## src/rtl/pre_proc_pkg.sv

```systemverilog
// Shared types for the pixel-to-feature pre-processing block.
// PRE_PROC_ZERO_CENTER_EN selects pixel-128 conversion instead of a raw signed reinterpretation.
package pre_proc_pkg;

  localparam int unsigned NumLanesDefault = 6;

  typedef logic signed [7:0] feature_t;
  typedef logic [NumLanesDefault-1:0] lane_mask_t;

  typedef enum logic [1:0] {StIdle, StCollect, StStall} state_e;

  function automatic feature_t pixel_to_feature(input logic [7:0] pix);
`ifdef PRE_PROC_ZERO_CENTER_EN
    // Inverting the MSB is pixel-128 in two's complement.
    return feature_t'({~pix[7], pix[6:0]});
`else
    return feature_t'(pix);
`endif
  endfunction

endpackage

```

## src/rtl/pre_proc_out_slot.sv

```systemverilog
// Single-entry valid/ready holding register for one feature vector plus its mask and frame flags.
module pre_proc_out_slot
  import pre_proc_pkg::*;
#(
  parameter int unsigned NumLanes = NumLanesDefault
) (
  input  logic                clk_i,
  input  logic                rst_ni,
  input  logic                in_valid_i,
  output logic                in_ready_o,
  input  feature_t            in_data_i [NumLanes],
  input  logic [NumLanes-1:0] in_mask_i,
  input  logic                in_first_i,
  input  logic                in_last_i,
  output logic                out_valid_o,
  input  logic                out_ready_i,
  output feature_t            out_data_o [NumLanes],
  output logic [NumLanes-1:0] out_mask_o,
  output logic                out_first_o,
  output logic                out_last_o
);

  logic                valid_q;
  feature_t            data_q [NumLanes];
  logic [NumLanes-1:0] mask_q;
  logic                first_q;
  logic                last_q;

  // Accept a new entry when empty or when the current one leaves this cycle.
  assign in_ready_o = !valid_q || out_ready_i;

  always_ff @(posedge clk_i or negedge rst_ni) begin
    if (!rst_ni) begin
      valid_q <= 1'b0;
      data_q  <= '{default: '0};
      mask_q  <= '0;
      first_q <= 1'b0;
      last_q  <= 1'b0;
    end else begin
      if (in_ready_o) begin
        valid_q <= in_valid_i;
      end
      if (in_valid_i && in_ready_o) begin
        data_q  <= in_data_i;
        mask_q  <= in_mask_i;
        first_q <= in_first_i;
        last_q  <= in_last_i;
      end
    end
  end

  assign out_valid_o = valid_q;
  assign out_data_o  = data_q;
  assign out_mask_o  = mask_q;
  assign out_first_o = first_q;
  assign out_last_o  = last_q;

endmodule

```

## src/rtl/pre_processing.sv

```systemverilog
// Widens an 8-bit pixel stream into NUM_LANES-wide feature vectors, zero-padding each frame's tail.
// Build with PRE_PROC_ZERO_CENTER_EN defined to store pixels as pixel-128.
module pre_processing
  import pre_proc_pkg::*;
#(
  parameter int unsigned NUM_LANES    = NumLanesDefault,
  parameter int unsigned FRAME_PIXELS = 784
) (
  input  logic                 i_clk,
  input  logic                 i_rst_n,
  input  logic                 i_pixel_valid,
  output logic                 o_pixel_ready,
  input  logic [7:0]           i_pixel_in,
  input  logic                 i_frame_start,
  output logic                 o_features_valid,
  input  logic                 i_features_ready,
  output feature_t             o_features_out [0:NUM_LANES-1],
  output logic [NUM_LANES-1:0] o_lane_mask,
  output logic                 o_features_first,
  output logic                 o_features_last,
  output logic                 o_sync_error
);

  localparam int unsigned LaneW = (NUM_LANES > 1) ? $clog2(NUM_LANES) : 1;
  localparam int unsigned PixW  = $clog2(FRAME_PIXELS + 1);
  localparam logic [LaneW-1:0] LastLane = LaneW'(NUM_LANES - 1);
  localparam logic [PixW-1:0]  LastPix  = PixW'(FRAME_PIXELS - 1);

  state_e           state_q, state_d;
  feature_t         lanes_q [NUM_LANES];
  feature_t         lanes_d [NUM_LANES];
  feature_t         asm_vec [NUM_LANES];
  logic [LaneW-1:0] lane_cnt_q, lane_cnt_d;
  logic [PixW-1:0]  pix_cnt_q, pix_cnt_d;
  logic             first_q, first_d;
  logic             last_q, last_d;
  logic             sync_err_q, sync_err_d;
  logic             ready_q;

  logic                 accept, restart, take, complete;
  logic [LaneW-1:0]     lane_idx;
  logic [PixW-1:0]      pix_idx;
  logic                 asm_first, asm_last;
  logic                 push_valid, slot_ready;
  feature_t             push_data [NUM_LANES];
  logic [NUM_LANES-1:0] push_mask;
  logic                 push_first, push_last;

  function automatic logic [NUM_LANES-1:0] mask_upto(input logic [LaneW-1:0] idx);
    logic [NUM_LANES-1:0] m;
    for (int unsigned i = 0; i < NUM_LANES; i++) begin
      m[i] = (i <= 32'(idx));
    end
    return m;
  endfunction

  assign o_pixel_ready = ready_q && (state_q != StStall);
  assign accept        = i_pixel_valid && o_pixel_ready;
  // A frame-start pixel always begins a fresh vector, dropping any partial assembly.
  assign restart       = accept && i_frame_start;
  assign lane_idx      = restart ? '0 : lane_cnt_q;
  assign pix_idx       = restart ? '0 : pix_cnt_q;
  assign asm_first     = restart || first_q;
  assign asm_last      = (pix_idx == LastPix);
  assign complete      = (lane_idx == LastLane) || asm_last;

  always_comb begin
    state_d    = state_q;
    lanes_d    = lanes_q;
    lane_cnt_d = lane_cnt_q;
    pix_cnt_d  = pix_cnt_q;
    first_d    = first_q;
    last_d     = last_q;
    sync_err_d = sync_err_q;
    take       = 1'b0;

    asm_vec = lanes_q;
    if (restart) begin
      asm_vec = '{default: '0};
    end
    asm_vec[lane_idx] = pixel_to_feature(i_pixel_in);

    push_valid = 1'b0;
    push_data  = asm_vec;
    push_mask  = mask_upto(lane_idx);
    push_first = asm_first;
    push_last  = asm_last;

    unique case (state_q)
      StIdle: begin
        if (accept) begin
          if (i_frame_start) take = 1'b1;
          else               sync_err_d = 1'b1;
        end
      end
      StCollect: begin
        if (accept) begin
          take = 1'b1;
          if (i_frame_start) sync_err_d = 1'b1;
        end
      end
      StStall: begin
        // lane_cnt_q holds the last filled lane of the parked vector.
        push_data  = lanes_q;
        push_mask  = mask_upto(lane_cnt_q);
        push_first = first_q;
        push_last  = last_q;
        if (slot_ready) begin
          push_valid = 1'b1;
          lanes_d    = '{default: '0};
          lane_cnt_d = '0;
          first_d    = 1'b0;
          state_d    = last_q ? StIdle : StCollect;
        end
      end
      default: state_d = StIdle;
    endcase

    if (take) begin
      if (complete) begin
        pix_cnt_d = asm_last ? '0 : pix_idx + PixW'(1);
        if (slot_ready) begin
          push_valid = 1'b1;
          lanes_d    = '{default: '0};
          lane_cnt_d = '0;
          first_d    = 1'b0;
          state_d    = asm_last ? StIdle : StCollect;
        end else begin
          lanes_d    = asm_vec;
          lane_cnt_d = lane_idx;
          first_d    = asm_first;
          last_d     = asm_last;
          state_d    = StStall;
        end
      end else begin
        lanes_d    = asm_vec;
        lane_cnt_d = lane_idx + LaneW'(1);
        pix_cnt_d  = pix_idx + PixW'(1);
        first_d    = asm_first;
        state_d    = StCollect;
      end
    end
  end

  always_ff @(posedge i_clk or negedge i_rst_n) begin
    if (!i_rst_n) begin
      state_q    <= StIdle;
      lanes_q    <= '{default: '0};
      lane_cnt_q <= '0;
      pix_cnt_q  <= '0;
      first_q    <= 1'b0;
      last_q     <= 1'b0;
      sync_err_q <= 1'b0;
      ready_q    <= 1'b0;
    end else begin
      state_q    <= state_d;
      lanes_q    <= lanes_d;
      lane_cnt_q <= lane_cnt_d;
      pix_cnt_q  <= pix_cnt_d;
      first_q    <= first_d;
      last_q     <= last_d;
      sync_err_q <= sync_err_d;
      ready_q    <= 1'b1;
    end
  end

  assign o_sync_error = sync_err_q;

  pre_proc_out_slot #(
    .NumLanes(NUM_LANES)
  ) u_out_slot (
    .clk_i      (i_clk),
    .rst_ni     (i_rst_n),
    .in_valid_i (push_valid),
    .in_ready_o (slot_ready),
    .in_data_i  (push_data),
    .in_mask_i  (push_mask),
    .in_first_i (push_first),
    .in_last_i  (push_last),
    .out_valid_o(o_features_valid),
    .out_ready_i(i_features_ready),
    .out_data_o (o_features_out),
    .out_mask_o (o_lane_mask),
    .out_first_o(o_features_first),
    .out_last_o (o_features_last)
  );

endmodule

```

## config.mk

```make
export PLATFORM = sky130hd
export DESIGN_NAME = pre_processing
export DESIGN_NICKNAME = d
export VERILOG_FILES = /design/src/rtl/pre_proc_pkg.sv /design/src/rtl/pre_proc_out_slot.sv /design/src/rtl/pre_processing.sv
export SDC_FILE = /design/constraint.sdc
export NUM_CORES = 1
export LEC_CHECK = 0
export CORE_AREA = 4 4 150 152
export DETAILED_ROUTE_END_ITERATION = 16
export DIE_AREA = 0 0 154 156
export HOLD_SLACK_MARGIN = 0.05
export PLACE_DENSITY = 0.57
export SYNTH_ARGS = -nofsm -noshare
export SYNTH_HDL_FRONTEND = slang
export SYNTH_HIERARCHICAL = 1
export SYNTH_SLANG_ARGS = --single-unit
```

## constraint.sdc

```tcl
create_clock -name i_clk -period 6.83 [get_ports i_clk]
set_clock_uncertainty 0.1 [all_clocks]
set_input_delay 1.366 -clock i_clk [delete_from_list [all_inputs] [get_ports i_clk]]
set_output_delay 1.366 -clock i_clk [all_outputs]
set_load 0.05 [all_outputs]
```

; ---- Word level (Yosys, flattened, before mapping)
; Index checks and enable logic that the tools add are counted.
[classes]
n_bitwise = 2
n_reduce_logical = 18
n_eq_ne = 11
magnitude_cmp = 12
addsub = 2
mux = 48
[ops]
columns = operator, count
row1 = $mux 48, 7
row2 = $bwmux 48, 1
row3 = $mux 10, 3
row4 = $demux 8 s3, 1
row5 = $mux 1, 21
row6 = $mux 3, 6
row7 = $le 2x3->1 const A, 4
row8 = $le 3x3->1 const A, 4
row9 = $add 10x1->10 const B, 1
row10 = $eq 10x10->1 const B, 1
row11 = $ne 2x2->1 const B, 5
row12 = $mux 2, 4
row13 = $mux 8, 1
row14 = $le 1x3->1 const A, 2
row15 = $mux 6, 1
row16 = $reduce_bool 2->1, 3
row17 = $logic_and 1x1->1, 5
row18 = $reduce_and 5->1, 1
row19 = $ge 4x4->1 const B, 1
row20 = $lt 4x1->1 const B, 1
row21 = $not 3->4, 1
row22 = $pmux 1 s2, 2
row23 = $pmux 2 s2, 1
row24 = $reduce_and 2->1, 2
row25 = other kinds (12), 14
[word_totals]
inputBits = 13
regBits = 124
out_inout_bits = 59
word_cells = 116

; ---- Longest topological paths before layout
; Gate-level depths: netlist of the first run.
[depth]
depth_word = 14
ltp_mapped = 15
depth_no_buf = 10

; ---- By module
; The synthesis of the first run kept the hierarchy.
[by_module_without_submodules]
columns = module, seq_area_each_um2, cells_per_inst, n_inst, area_per_inst_um2
row1 = pre_processing, 1676.6, 376, 1, 3962.6
row2 = pre_proc_out_slot, 1426.4, 122, 1, 2331.0

; ---- Least setup slack after synthesis of the first run
; Ideal clock, no wire load.
[synth_path]
path_type = in2reg
from = input port i_pixel_valid
to = register u_out_slot.data_q, in the netlist u_out_slot/out_data_o[0]
n_path_buf = 3
arrival_time_ns = 3.809
required_ns = 6.605
setup_ns = 0.125
setup_slack_ns = 2.796
cell_stages = 13
path_cell_list = and3_1 nand2_1 buf_2 and2_1 ha_1 nand3_1 o31a_1 o21ai_0 and2_1 nand2_2 buf_6 buf_12 mux2_4
[synth_between]
word_cells_on_any_way = 22
cone_classes = 2 x order compare / 2 x eq/ne / 12 x mux / 1 x bitwise / 5 x reduce/logical
[synth_rtl]
columns = element, line_no
row1 = from (decl), pre_processing.sv:11  ; input logic i_pixel_valid,
row2 = $logic_and 1x1->1 *, pre_processing.sv:58  ; assign accept = i_pixel_valid && o_pixel_ready;
row3 = $logic_and 1x1->1, pre_processing.sv:60  ; assign restart = accept && i_frame_start;
row4 = $mux 10 or $mux 3 (tied branches), "pre_processing.sv:62, pre_processing.sv:61"
row5 = $eq 10x10->1 or $eq 3x3->1 (tied branches), "pre_processing.sv:64, pre_processing.sv:65"
row6 = $logic_or 1x1->1, pre_processing.sv:65  ; assign complete = (lane_idx == LastLane) || asm_last;
row7 = $mux 1, pre_processing.sv:120  ; if (complete) begin
row8 = $mux 1 *, pre_processing.sv:119  ; if (take) begin
row9 = via push_valid, pre_processing.sv:44  ; logic push_valid, slot_ready;
row10 = $logic_and 1x1->1 *, pre_proc_out_slot.sv:43  ; if (in_valid_i && in_ready_o) begin
row11 = to (signal assigned), pre_proc_out_slot.sv:44  ; data_q <= in_data_i;
row12 = to (decl), pre_proc_out_slot.sv:24  ; feature_t data_q [NumLanes];
; The timed path passes the listed nets; every way through them passes the cells marked *.
; A chain may end at the register's enable or synchronous reset.

; ---- Worst setup path in the final report of the first run
[layout_path]
from = input port i_pixel_valid
to = register u_out_slot.data_q, in the netlist u_out_slot/out_data_o[46]
; Same word-level chain as after synthesis.

==> impl_metrics.py, run 1 <==
metrics = {
    "status": {
        "status": "finished clean",
    },
    "pwr": {
        "p_sw_w": 0.0009714,
        "pwr-share-seq_pct": 36.2,
        "power.total_w": 0.002707,
        "swShare_pct": 35.88,
        "ir_worst_vdd_v": 0.0002063,
        "power-per-cell-area_nw_per_um2": 352.3,
        "leakage_nw": 3.410,
        "comb_power_share_pct": 32.4,
        "clkPwrFrac_pct": 31.3,
        "p_int_w": 0.001736,
    },
    "logic_synthesis": {
        "syn_area_um2": 6294,
        "synthMostInstantiatedCell": "dfrtp_1",
        "postSynthAreaPerCell_um2": 12.64,
        "synth-edff-count": 0,
        "synthFlopType": "dfrtp_1",
        "yosysWarnings": 6,
        "yosys-top-cells-area": "dfrtp_1 (49%), mux2_4 (9.5%), a22o_1 (7.0%), a32o_1 (5.1%), mux2_2 (4.3%)",
        "ys_seq_area_share_pct": 49.30,
        "synthTopCellsByCount": "dfrtp_1 (124), a22o_1 (50), mux2_4 (40)",
        "syn_inst": 498,
        "synth-seq-cells": 124,
        "synth_async_sr_flop_share_pct": 100.0,
        "ys_types": 69,
        "synth_largest_area_cell": "dfrtp_1",
        "yosysTopAreaCellShare_pct": 49.30,
    },
    "critical_path": {
        "cp_cell_sequence": "clkdlybuf4s50_1, and3_1, nand2_1, and2_1, ha_1, nand3_1, o31a_1, o21ai_0, and2_1, nand2_4, mux2_2",
        "cp.required_ps": 7030,
        "worst_path_most_repeated_cell": "and2_1",
        "worstSetupPathType": "in2reg",
        "endpoint_kind": "flop",
        "cp_num_buf_inv": 1,
        "slowest_stage": "nand2_4",
        "critical_path.max_stage_delay_ps": 690,
        "critPathLaunchType": "input port",
        "crit_fanout": 56,
        "cpLargestDelayFamily": "simple AND/OR/NAND/NOR gates",
        "crit_arrival_ps": 5250,
    },
    "clock_tree": {
        "htree_levels": 4,
        "clk_pin_slew_ps": 60,
        "cts.path.max_buffers": 2,
        "clock-root-buffer": "clkbuf_16",
        "post-cts-setup-buffers": 0,
        "post_cts_resized": 0,
        "clk_latency_ps": 420,
        "ctsHoldBuffers": 0,
        "cts_inserted_buffers": 17,
        "cts_sinks": 124,
        "cts_tree": "yes",
    },
    "global_route": {
        "antenna_found_initial": 0,
        "grt_start_max_net_pins": 64,
        "gr-total-overflow": 0,
        "grt_pass1_vias": 4642,
        "grt_use_total_pct": 13.69,
        "grt_pass1_wl_mm": 26.01,
    },
    "sta": {
        "rsz0062_at_grt": "no",
        "setup_violations": 0,
        "maxSlewHeadroom_pct": 33.82,
        "period_minus_slack_ps": 5048,
        "fin_crit_sh_pct": 73.91,
        "hold_slack_ps": 400.4,
        "setup-tns-final_ps": 0,
        "hold_viol_final": 0,
        "final_max_slew_viol_count": 0,
        "fmax_ghz": 0.1981,
        "setup_ws_ps": 1782,
        "tightest_slew_ps": 991.6,
    },
    "min_path": {
        "hold_class": "reg2reg",
    },
    "die": {
        "start_util_pct": 29.94,
        "io_pins": 72,
        "rows": 53,
        "dieWidth_um": 154,
        "die_y_um": 156,
        "fp.dieArea_um2": 24020,
        "core_area_um2": 21020,
    },
    "place": {
        "hpwl_mm": 11.09,
        "dp_slack_ps": 1363,
        "io_buffers": 71,
        "place.gp.congestion": 0.8370,
    },
    "finish": {
        "antenna_cells": 0,
        "final_layout_size_suffix_gt1_share_pct": 22.42,
        "num-nets-final": 574,
        "syn_to_final_growth_pct": 22.09,
    },
    "drt": {
        "post_drt_wl_per_cell_um": 19.39,
        "dr.first_iter.drc_count": 299,
        "wl_mm": 16.41,
        "dr.pass1.iters": 5,
        "drc": 0,
        "ant_nets": 0,
        "vias": 4460,
        "viasPerCell": 5.272,
    },
    "run": {
        "maxCapViolCount": 0,
    },
}
## cells by family after synthesis
kind of cell             after synthesis  share of synthesized area, %
AO/OA/AOI/OAI                        149                         20.06
adder cells (fa/ha/maj)                3                        0.5965
buffers and inverters                 42                         4.433
flip-flops                           124                         49.30
multiplexers                          66                         14.16
other                                  1                       0.05958
AND/OR/NAND/NOR                      113                         11.39
## power groups by stage
stage | sequential [W] | clock, W | combinational, W
floorplan | 0.00121 | 0 | 0.000386
global placement | 0.000988 | 0 | 0.000870
detailed placement | 0.000991 | 0 | 0.000883
CTS | 0.000982 | 0.000869 | 0.000888
global route | 0.00100 | 0.000902 | 0.000934
finish | 0.000981 | 0.000848 | 0.000878
## sequential cells by signal, summed over array words and instances (netlist names), 2 cells and up
register and cells:
pix_cnt_q 10, lanes_q 48, u_out_slot/out_data_o 48, lane_cnt_q 3, state_q 2, u_out_slot/out_mask_o 6
## per-stage QoR
step / instances / cell area, um^2 / utilization [%]
after floorplan: 499 / 6297 / -
after global placement: 814 / 7121 / 33.87
after detailed placement: 814 / 7121 / 33.87
after CTS: 846 / 7684 / 36.55
after global routing: 846 / 7684 / 36.55
final: 846 / 7684 / 36.55
## placed cells by master (no fill, tap or decap), types with 2 or more instances in the layout
cell type        instances
o211ai_1                 8
nand2b_1                 4
or2b_1                   2
nor3_1                   7
clkinv_2                 4
inv_1                   10
mux2_4                  40
a21o_1                   3
and3_1                   4
clkinvlp_4               4
nand4_1                 17
o21ai_0                 12
dfrtp_1                124
o31a_1                   2
o21ai_2                  2
o21ai_1                  4
a21oi_2                  2
clkbuf_16               17
clkdlybuf4s50_1         70
ha_1                     3
a32o_1                  32
mux2_2                  24
a31oi_1                  4
nand2_1                 21
buf_4                    2
a21oi_1                 11
a2bb2oi_1                2
or3_1                    3
nand3b_1                 2
a221o_1                  2
and2_1                   8
a22o_1                  50
nor3_2                   3
mux2i_1                  2
clkinv_4                 5
nand3_1                  6
a31o_2                   2
conb_1                   2
nor2_1                  16
nor2_2                   3
## final cells by class
type / instances / area [um^2]
sequential: 124 / 3103
fill: 2009 / 13340
timing repair buffer: 72 / 715.7
clock inverter: 14 / 123.9
clock buffer: 18 / 439.2
multi-input combinational: 333 / 2920
inverter: 10 / 37.54
tap: 275 / 344.1
## final timing paths
| kind | depth (start not counted) | to | start | slack, ps |
|---|---|---|---|---|
| max | 11 | u_out_slot/out_data_o[46]$_DFFE_PN0P_ | i_pixel_valid | 1780 |
| min | 1 | lanes_q[7]$_DFFE_PN0P_ | lanes_q[7]$_DFFE_PN0P_ | 400 |
| max reg2reg | 10 | u_out_slot/out_data_o[46]$_DFFE_PN0P_ | state_q[0]$_DFFE_PN0P_ | 2420 |
| min reg2reg | 1 | lanes_q[7]$_DFFE_PN0P_ | lanes_q[7]$_DFFE_PN0P_ | 400 |
| max in group asynchronous | 2 | u_out_slot/out_data_o[22]$_DFFE_PN0P_ | i_rst_n | 4380 |
| min in group asynchronous | 1 | u_out_slot/out_data_o[44]$_DFFE_PN0P_ | i_rst_n | 950 |
## layer usage
layer | vias to the layer above | share of wire, % | GRT usage (%)
met5 | - | 0 | 0
met4 | 0 | 2.4 | 5.845
met3 | 31 | 6.0 | 4.022
met2 | 113 | 47 | 21.17
met1 | 2255 | 44 | 17.95
li1 | 2061 | - | -
Note: power is estimated with default switching activity, not from simulation.
==> run 2: changes to the inputs <==
==> constraint.sdc (replaced) <==
create_clock -name i_clk -period 4.8 [get_ports i_clk]
set_clock_uncertainty 0.1 [all_clocks]
set_input_delay 0.96 -clock i_clk [delete_from_list [all_inputs] [get_ports i_clk]]
set_output_delay 0.96 -clock i_clk [all_outputs]
set_load 0.05 [all_outputs]
==> impl_metrics.py, run 2 (synthesized netlist as in run 1, its figures left out) <==
metrics = {
    "place": {
        "dp_slack_ps": 575.1,
        "hpwl_mm": 11.31,
        "io_buffers": 71,
        "place.gp.congestion": 0.8177,
    },
    "sta": {
        "tightest_slew_ps": 1046,
        "hold_viol_final": 0,
        "hold_slack_ps": 392.1,
        "rsz0062_at_grt": "no",
        "fmax_ghz": 0.2620,
        "setup-tns-final_ps": 0,
        "final_max_slew_viol_count": 0,
        "maxSlewHeadroom_pct": 30.29,
        "setup_ws_ps": 983.3,
        "fin_crit_sh_pct": 79.51,
        "period_minus_slack_ps": 3817,
        "setup_violations": 0,
    },
    "finish": {
        "layout_commonest_cell": "dfrtp_1",
        "antenna_cells": 0,
        "multi_input_comb_area_um2": 2920,
        "nFillCells": 1988,
        "final_cell_mix": "dfrtp_1 (124), clkdlybuf4s50_1 (70), a22o_1 (50)",
        "num-nets-final": 582,
        "final_layout_size_suffix_gt1_share_pct": 21.95,
        "finish.utilization_pct": 36.83,
        "register_area_um2": 3103,
        "syn_to_final_growth_pct": 23.02,
    },
    "global_route": {
        "grt_pass1_vias": 4693,
        "grt_start_max_net_pins": 81,
        "grt_use_total_pct": 13.82,
        "antenna_found_initial": 0,
        "grt_pass1_wl_mm": 26.30,
        "gr-total-overflow": 0,
    },
    "drt": {
        "wl_mm": 16.39,
        "vias": 4547,
        "ant_nets": 0,
        "dr.pass1.iters": 5,
        "dr.first_iter.drc_count": 341,
        "drc": 0,
        "viasPerCell": 5.356,
        "post_drt_wl_per_cell_um": 19.30,
    },
    "clock_tree": {
        "clk_pin_slew_ps": 50,
        "cts_tree": "yes",
        "clk_latency_ps": 410,
        "post-cts-setup-buffers": 0,
        "htree_levels": 4,
        "clock-root-buffer": "clkbuf_16",
        "cts.path.max_buffers": 2,
        "cts_inserted_buffers": 17,
        "post_cts_resized": 0,
        "ctsHoldBuffers": 0,
        "cts_sinks": 124,
    },
    "pwr": {
        "power.total_w": 0.003836,
        "ir_worst_vdd_v": 0.0002126,
        "leakage_nw": 3.454,
        "power-per-cell-area_nw_per_um2": 495.4,
    },
    "critical_path": {
        "slowest_stage": "clkdlybuf4s50_1",
        "worstSetupPathType": "in2reg",
        "cp_cell_sequence": "clkdlybuf4s50_1, and3_1, nand2_1, and2_1, ha_1, nand3_1, o31a_1, o21ai_0, and2_1, nand2_4, buf_12, mux2_4",
        "critical_path.max_stage_delay_ps": 510,
        "critPathLaunchType": "input port",
        "worst_path_most_repeated_cell": "and2_1",
        "endpoint_kind": "flop",
        "crit_fanout": 20,
        "cp.required_ps": 4990,
        "crit_arrival_ps": 4010,
    },
    "die": {
        "io_pins": 72,
        "start_util_pct": 29.94,
        "rows": 53,
        "core_area_um2": 21020,
        "dieWidth_um": 154,
        "die_y_um": 156,
        "fp.dieArea_um2": 24020,
    },
    "run": {
        "maxCapViolCount": 0,
    },
    "status": {
        "status": "finished clean",
    },
    "min_path": {
        "hold_class": "reg2reg",
    },
}
-- run 2: stage by stage --
stage / cells / instance area, um^2
floorplan: 499 / 6297
finish: 849 / 7742
global placement: 822 / 7206
CTS: 849 / 7742
global route: 849 / 7742
detailed placement: 822 / 7206
-- run 2: cell type report --
type | instances | area share [%]
multi-input cells | 333 | 37.72
inverters | 10 | 0.4848
well taps | 275 | 4.444
flip-flops and latches | 124 | 40.08
repair buffers | 80 | 10.34
clock inverters | 3 | 0.8403
clock buffers | 24 | 6.092
-- run 2: worst paths after layout --
kind | to | cells past startpoint | startpoint | slack (ps)
setup / recovery | u_out_slot/out_data_o[35]$_DFFE_PN0P_ | 12 | i_pixel_valid | 980
hold / removal | o_sync_error$_DFFE_PN0P_ | 1 | o_sync_error$_DFFE_PN0P_ | 390
setup reg to reg | u_out_slot/out_data_o[35]$_DFFE_PN0P_ | 12 | state_q[0]$_DFFE_PN0P_ | 1490
hold reg to reg | o_sync_error$_DFFE_PN0P_ | 1 | o_sync_error$_DFFE_PN0P_ | 390
max in group asynchronous | u_out_slot/out_data_o[46]$_DFFE_PN0P_ | 2 | i_rst_n | 3040
min in group asynchronous | u_out_slot/out_mask_o[1]$_DFFE_PN0P_ | 1 | i_rst_n | 640
-- run 2: critical path: cells and delay by family --
family                   cells  cell delay (ps)
multiplexers                 1              310
AO/OA/AOI/OAI                2              550
buffers and inverters        2              770
adder cells (fa/ha/maj)      1              220
AND/OR/NAND/NOR              6             1170
-- run 2: report_power, final --
group,internal [W],switching (W)
clock network,0.000774,0.000414
registers,0.00124,0.000154
logic,0.000508,0.000743
total,0.00253,0.00131
-- run 2: layer usage --
layer  GRT usage (%)  up-vias  share of wire, %
li1                -     2060                 -
met1           18.11     2300                44
met2           21.71      152                48
met3           3.578       35               5.7
met4           5.971        0               2.8
met5               0        -                 0
